==> src/rtl/vga_frame_reader_if.sv <==
// Bundles the memory read port, frame selector and video outputs of
// vga_frame_reader. master = the reader, slave = memory/display side.
interface vga_frame_reader_if;
  logic        frame_select;
  logic [17:0] address_b;
  logic [23:0] read_data_b;
  logic        hsync;
  logic        vsync;
  logic        de;
  logic [7:0]  red;
  logic [7:0]  green;
  logic [7:0]  blue;
  logic        frame_start;

  modport master (
    input  frame_select, read_data_b,
    output address_b, hsync, vsync, de, red, green, blue, frame_start
  );

  modport slave (
    output frame_select, read_data_b,
    input  address_b, hsync, vsync, de, red, green, blue, frame_start
  );
endinterface

==> src/rtl/vga_frame_reader.sv <==
// VGA timing generator that streams a windowed image out of a two-port memory,
// aligning sync/enable with the memory read latency.
module vga_frame_reader #(
  parameter int H_ACTIVE     = 640,
  parameter int H_FP         = 16,
  parameter int H_SYNC       = 96,
  parameter int H_BP         = 48,
  parameter int V_ACTIVE     = 480,
  parameter int V_FP         = 10,
  parameter int V_SYNC       = 2,
  parameter int V_BP         = 33,
  parameter int IMG_W        = 300,
  parameter int IMG_H        = 300,
  parameter int IMG_X0       = 170,
  parameter int IMG_Y0       = 90,
  parameter int RAM_BASE     = 90300,
  parameter int READ_LATENCY = 2
) (
  input  logic              clk,
  input  logic              rst,
  vga_frame_reader_if.master bus
);

  localparam int H_TOTAL = H_ACTIVE + H_FP + H_SYNC + H_BP;
  localparam int V_TOTAL = V_ACTIVE + V_FP + V_SYNC + V_BP;
  localparam int HW      = $clog2(H_TOTAL);
  localparam int VW      = $clog2(V_TOTAL);
  localparam int PIPE    = READ_LATENCY + 1;

  localparam logic [HW-1:0] H_LAST = HW'(H_TOTAL - 1);
  localparam logic [HW-1:0] H_VIS  = HW'(H_ACTIVE);
  localparam logic [HW-1:0] HS_LO  = HW'(H_ACTIVE + H_FP);
  localparam logic [HW-1:0] HS_HI  = HW'(H_ACTIVE + H_FP + H_SYNC);
  localparam logic [HW-1:0] WX_LO  = HW'(IMG_X0);
  localparam logic [HW-1:0] WX_HI  = HW'(IMG_X0 + IMG_W);
  localparam logic [HW-1:0] WX_END = HW'(IMG_X0 + IMG_W - 1);
  localparam logic [VW-1:0] V_LAST = VW'(V_TOTAL - 1);
  localparam logic [VW-1:0] V_VIS  = VW'(V_ACTIVE);
  localparam logic [VW-1:0] VS_LO  = VW'(V_ACTIVE + V_FP);
  localparam logic [VW-1:0] VS_HI  = VW'(V_ACTIVE + V_FP + V_SYNC);
  localparam logic [VW-1:0] WY_LO  = VW'(IMG_Y0);
  localparam logic [VW-1:0] WY_HI  = VW'(IMG_Y0 + IMG_H);
  localparam logic [VW-1:0] WY_END = VW'(IMG_Y0 + IMG_H - 1);
  localparam logic [17:0]   BASE_RAM = 18'(RAM_BASE);

  logic [HW-1:0] h_q, h_d;
  logic [VW-1:0] v_q, v_d;
  logic [17:0]   addr_q, addr_d;
  logic          at_origin, in_win, last_px;
  logic          hs_now, vs_now, de_now;

  logic [PIPE-1:0]         hs_q, vs_q, de_q, fs_q;
  logic [READ_LATENCY-1:0] win_q;
  logic [23:0]             rgb_q;

  always_comb begin
    h_d = (h_q == H_LAST) ? '0 : h_q + 1'b1;
    v_d = v_q;
    if (h_q == H_LAST) v_d = (v_q == V_LAST) ? '0 : v_q + 1'b1;
  end

  always_comb begin
    at_origin = (h_q == '0) && (v_q == '0);
    in_win    = (h_q >= WX_LO) && (h_q < WX_HI) && (v_q >= WY_LO) && (v_q < WY_HI);
    last_px   = (h_q == WX_END) && (v_q == WY_END);
    hs_now    = !((h_q >= HS_LO) && (h_q < HS_HI));
    vs_now    = !((v_q >= VS_LO) && (v_q < VS_HI));
    de_now    = (h_q < H_VIS) && (v_q < V_VIS);
  end

  // The origin reload doubles as the frame-base latch; the last window pixel
  // does not advance so the counter parks on the final address until reload.
  always_comb begin
    addr_d = addr_q;
    if (at_origin)              addr_d = bus.frame_select ? BASE_RAM : '0;
    else if (in_win && !last_px) addr_d = addr_q + 18'd1;
  end

  always_ff @(posedge clk) begin
    if (rst) begin
      h_q    <= '0;
      v_q    <= '0;
      addr_q <= '0;
      hs_q   <= '1;
      vs_q   <= '1;
      de_q   <= '0;
      fs_q   <= '0;
      win_q  <= '0;
      rgb_q  <= '0;
    end else begin
      h_q    <= h_d;
      v_q    <= v_d;
      addr_q <= addr_d;
      hs_q[0]  <= hs_now;
      vs_q[0]  <= vs_now;
      de_q[0]  <= de_now;
      fs_q[0]  <= at_origin;
      win_q[0] <= in_win;
      for (int i = 1; i < PIPE; i++) begin
        hs_q[i] <= hs_q[i-1];
        vs_q[i] <= vs_q[i-1];
        de_q[i] <= de_q[i-1];
        fs_q[i] <= fs_q[i-1];
      end
      for (int i = 1; i < READ_LATENCY; i++) win_q[i] <= win_q[i-1];
      // rgb_q is the final pipeline stage for the window flag
      rgb_q <= win_q[READ_LATENCY-1] ? bus.read_data_b : '0;
    end
  end

  assign bus.address_b   = addr_q;
  assign bus.hsync       = hs_q[PIPE-1];
  assign bus.vsync       = vs_q[PIPE-1];
  assign bus.de          = de_q[PIPE-1];
  assign bus.frame_start = fs_q[PIPE-1];
  assign bus.red         = rgb_q[23:16];
  assign bus.green       = rgb_q[15:8];
  assign bus.blue        = rgb_q[7:0];

endmodule

==> src/flat_wrapper.sv <==
// flat-port wrapper written by rule: the top's interface ports become plain ports
module vga_frame_reader_flat 
#(
  parameter int H_ACTIVE     = 640,
  parameter int H_FP         = 16,
  parameter int H_SYNC       = 96,
  parameter int H_BP         = 48,
  parameter int V_ACTIVE     = 480,
  parameter int V_FP         = 10,
  parameter int V_SYNC       = 2,
  parameter int V_BP         = 33,
  parameter int IMG_W        = 300,
  parameter int IMG_H        = 300,
  parameter int IMG_X0       = 170,
  parameter int IMG_Y0       = 90,
  parameter int RAM_BASE     = 90300,
  parameter int READ_LATENCY = 2
)
  (clk, rst, bus_frame_select, bus_read_data_b, bus_address_b, bus_hsync, bus_vsync, bus_de, bus_red, bus_green, bus_blue, bus_frame_start);
  vga_frame_reader_if bus_i ();
  input  logic clk;
  input  logic rst;
  input wire logic [$bits(bus_i.frame_select)-1:0] bus_frame_select;
  input wire logic [$bits(bus_i.read_data_b)-1:0] bus_read_data_b;
  output wire logic [$bits(bus_i.address_b)-1:0] bus_address_b;
  output wire logic [$bits(bus_i.hsync)-1:0] bus_hsync;
  output wire logic [$bits(bus_i.vsync)-1:0] bus_vsync;
  output wire logic [$bits(bus_i.de)-1:0] bus_de;
  output wire logic [$bits(bus_i.red)-1:0] bus_red;
  output wire logic [$bits(bus_i.green)-1:0] bus_green;
  output wire logic [$bits(bus_i.blue)-1:0] bus_blue;
  output wire logic [$bits(bus_i.frame_start)-1:0] bus_frame_start;
  assign bus_i.frame_select = bus_frame_select;
  assign bus_i.read_data_b = bus_read_data_b;
  assign bus_address_b = bus_i.address_b;
  assign bus_hsync = bus_i.hsync;
  assign bus_vsync = bus_i.vsync;
  assign bus_de = bus_i.de;
  assign bus_red = bus_i.red;
  assign bus_green = bus_i.green;
  assign bus_blue = bus_i.blue;
  assign bus_frame_start = bus_i.frame_start;
  vga_frame_reader #(.H_ACTIVE(H_ACTIVE), .H_FP(H_FP), .H_SYNC(H_SYNC), .H_BP(H_BP), .V_ACTIVE(V_ACTIVE), .V_FP(V_FP), .V_SYNC(V_SYNC), .V_BP(V_BP), .IMG_W(IMG_W), .IMG_H(IMG_H), .IMG_X0(IMG_X0), .IMG_Y0(IMG_Y0), .RAM_BASE(RAM_BASE), .READ_LATENCY(READ_LATENCY)) u_core (.clk(clk), .rst(rst), .bus(bus_i));
endmodule
==> config.mk <==
export PLATFORM = sky130hd
export DESIGN_NAME = vga_frame_reader_flat
export DESIGN_NICKNAME = d
export VERILOG_FILES = /design/src/rtl/vga_frame_reader_if.sv /design/src/rtl/vga_frame_reader.sv /design/src/flat_wrapper.sv
export SDC_FILE = /design/constraint.sdc
export NUM_CORES = 1
export LEC_CHECK = 0
export ABC_AREA = 1
export CAP_MARGIN = 20
export CORE_MARGIN = 4
export CORE_UTILIZATION = 30
export CTS_CLUSTER_SIZE = 10
export DETAILED_ROUTE_END_ITERATION = 8
export GPL_TIMING_DRIVEN = 0
export HOLD_SLACK_MARGIN = 0.02
export PLACE_DENSITY = 0.5
export SETUP_SLACK_MARGIN = 0.05
export SKIP_LAST_GASP = 1
export SLEW_MARGIN = 20
export SYNTH_ARGS = -nofsm -noshare
export SYNTH_HDL_FRONTEND = slang
export SYNTH_SLANG_ARGS = --single-unit
==> constraint.sdc <==
create_clock -name clk -period 1.7 [get_ports clk]
set_input_delay 0.34 -clock clk [delete_from_list [all_inputs] [get_ports clk]]
set_output_delay 0.34 -clock clk [all_outputs]
set_load 0.1 [all_outputs]
==> flow_metrics.tcl <==
set metrics [dict create \
    fin_worst_hold_slack_ns 0.406 \
    netlist_area_um2 3670 \
    cp_data_arrival_time_ns 1.29 \
    synth.distinct_cells 33 \
    drc 0 \
    synth_common_cells "nand2_1, nor2_1, inv_1, dfxtp_1, nand3_1" \
    initial_core_util 0.306 \
    grt_max_degree 14 \
    synth_top_cell_by_area "dfxtp_1" \
    power.share.sequential 0.422 \
    rsz0062_at_grt "true" \
    grt_pass1_wl_um 15500 \
    globalRouteOverflowTotal 0 \
    max_slew_margin 0.625 \
    crit_path_cell_trace "clkdlybuf4s18_2" \
    crit_path_start_kind "register" \
    rows 40 \
    areaGrowthSynthToFinish_pct 40.0 \
    wirelength_um 9610 \
    ys_top_cells_by_area "dfxtp_1, nand2_1, nor2_1" \
    r2r_start "u_core.v_q[4]" \
    die_y_um 119 \
    crit_buf_inv 1 \
    final_cell_count_no_fill 765 \
    via_count 3427 \
    dp.cells 737 \
    status "complete, no violations" \
    synthArstFlopShare 0 \
    max_cap_violations 0 \
    place.gp.congestion 0.890 \
    p_sw_mw 1.23 \
    power_frac_comb 0.138 \
    p_clk_frac 0.440 \
    sw_frac_of_total 0.276 \
    nets 647 \
    vias_per_cell 4.48 \
    hp-start "u_core.de_q[1]" \
    cpMaxStageDelayCell "clkdlybuf4s18_2" \
    clock_latency_ns 0.34 \
    p_per_area_nw_per_um2 864 \
    worst_slew_pin_slew_ns 0.563 \
    crit_fanout 4 \
    cts_tree "built" \
    cts-root-buf "clkbuf_16" \
    crit_path_end_kind "output port" \
    vdd_drop_max_uv 412 \
    drive_gt1_frac 0.256 \
    track_usage 0.135 \
    die_w_um 119 \
    fmax_ghz 0.614 \
    dieArea_um2 14100 \
    cts_buffer_depth 2 \
    crit_type "register to output port" \
    numClockSinks 76 \
    post-dp-hpwl_um 7080 \
    finalCriticalPeriod_ns 1.63 \
    synth_top_area_share 0.414 \
    numCtsBuffers 9 \
    synth_seq_cells 76 \
    p_leak_nw 2.24 \
    ios 73 \
    grt_pass1_vias 3211 \
    hold_viol_final 0 \
    drt_iter0_markers 221 \
    hp-class "register to register" \
    yosysSeqAreaShare 0.414 \
    htree_levels 3 \
    synth.most_common_cell "nand2_1" \
    postRouteAntennaNets 0 \
    synth_edf_count 0 \
    synth_area_per_cell_um2 7.07 \
    clk_pin_slew_ns 0.06 \
    fin_crit_sh 0.959 \
    first_pass_iters 4 \
    critPathTopFamily "buffers and inverters" \
    cell_internal_pwr_mw 3.22 \
    synthCells 519 \
    critical_path.startpoint "u_core.bus.address_b[17]" \
    grt_antenna_before_repair 0 \
    required_ns 1.36 \
    ys.flop_type "dfxtp_1" \
    syn_nets 553 \
    drv_slew 0 \
    diodes 0 \
    finalClockSkew_ns 0.00714 \
    cp_slowest_stage_delay_ns 0.57 \
    io_buffers 71 \
    finalSetupViolCount 0 \
    core_um2 12000 \
    wl_per_cell_um 12.6 \
    yosysWarnings 0 \
]
## cell families after synthesis
| logic type | count (synthesis) | synth area share |
|---|---|---|
| fa+ha+maj | 7 | 0.0239 |
| buf+inv | 98 | 0.117 |
| xor+xnor | 20 | 0.0477 |
| flops | 76 | 0.414 |
| compound gates | 31 | 0.0453 |
| simple gates | 287 | 0.352 |
## final cells by class
| type | instances | area, um2 |
|---|---|---|
| fill | 1255 | 6870 |
| multi-input combinational | 345 | 1850 |
| sequential | 76 | 1570 |
| timing repair buffer | 83 | 796 |
| inverter | 83 | 320 |
| clock buffer | 11 | 243 |
| tap | 147 | 184 |
| buffer | 15 | 121 |
| clock inverter | 5 | 58.8 |
## worst paths after layout
path	slack, ns	depth (start not counted)	endpoint
worst max-delay path	0.07	1	bus_address_b[17]
worst min-delay path	0.41	2	u_core.de_q[2]
worst max register to register	0.07	10	u_core.bus.address_b[16]
worst min register to register	0.41	2	u_core.de_q[2]
## flip-flops by register name, indices dropped and copies added (netlist names)
register	flops
u_core.vs_q	3
u_core.de_q	3
u_core.bus.address_b	18
u_core.rgb_q	24
u_core.win_q	2
u_core.fs_q	3
u_core.v_q	10
u_core.h_q	10
u_core.hs_q	3
## timing repair
item / in CTS / in global routing
setup endpoints to repair: 71 / 33
pin swaps: 5 / 11
setup buffers: 4 / 8
gates resized for setup: 161 / 53
hold buffers: 0 / 0
## metal layers
layer | track usage | part of all wire | up-vias
li1 | - | - | 1790
met1 | 0.162 | 0.45 | 1550
met2 | 0.219 | 0.48 | 78
met3 | 0.0579 | 0.060 | 9
met4 | 0.0427 | 0.011 | 0
met5 | 0 | 0 | -
## through the flow
stage | setup TNS [ns] | total power, mW | setup WS, ns | instance area, um2 | utilization
global placement | -5.11 | 2.49 | -0.184 | 4610 | 0.383
floorplan | 0 | 2.32 | 0.0604 | 3710 | -
detailed placement | -5.79 | 2.50 | -0.192 | 4610 | 0.383
CTS | 0 | 4.49 | 0.00467 | 4980 | 0.415
finish | 0 | 4.44 | 0.0701 | 5140 | 0.428
global route | -0.401 | 4.64 | -0.0881 | 5140 | 0.428
## cells in the final DEF, fill, tap and decap left out, types with 9 or more instances in the layout
master / n
nor2_1: 98
buf_2: 14
inv_1: 73
a21oi_1: 22
xor2_1: 17
nand2_1: 108
clkdlybuf4s15_2: 30
dfxtp_2: 21
nand3_1: 26
buf_4: 10
clkdlybuf4s50_1: 25
clkbuf_16: 9
nand4_1: 11
dfxtp_1: 49
## power groups by stage
| stage | Clock (mW) | Combinational, mW | Sequential, mW |
|---|---|---|---|
| after global routing | 2.09 | 0.664 | 1.88 |
| after global placement | 0 | 0.577 | 1.92 |
| after CTS | 2.04 | 0.581 | 1.88 |
| after floorplan | 0 | 0.212 | 2.11 |
| after detailed placement | 0 | 0.583 | 1.92 |
| final | 1.95 | 0.613 | 1.88 |
No activity file was read; power rests on OpenSTA's default activity.
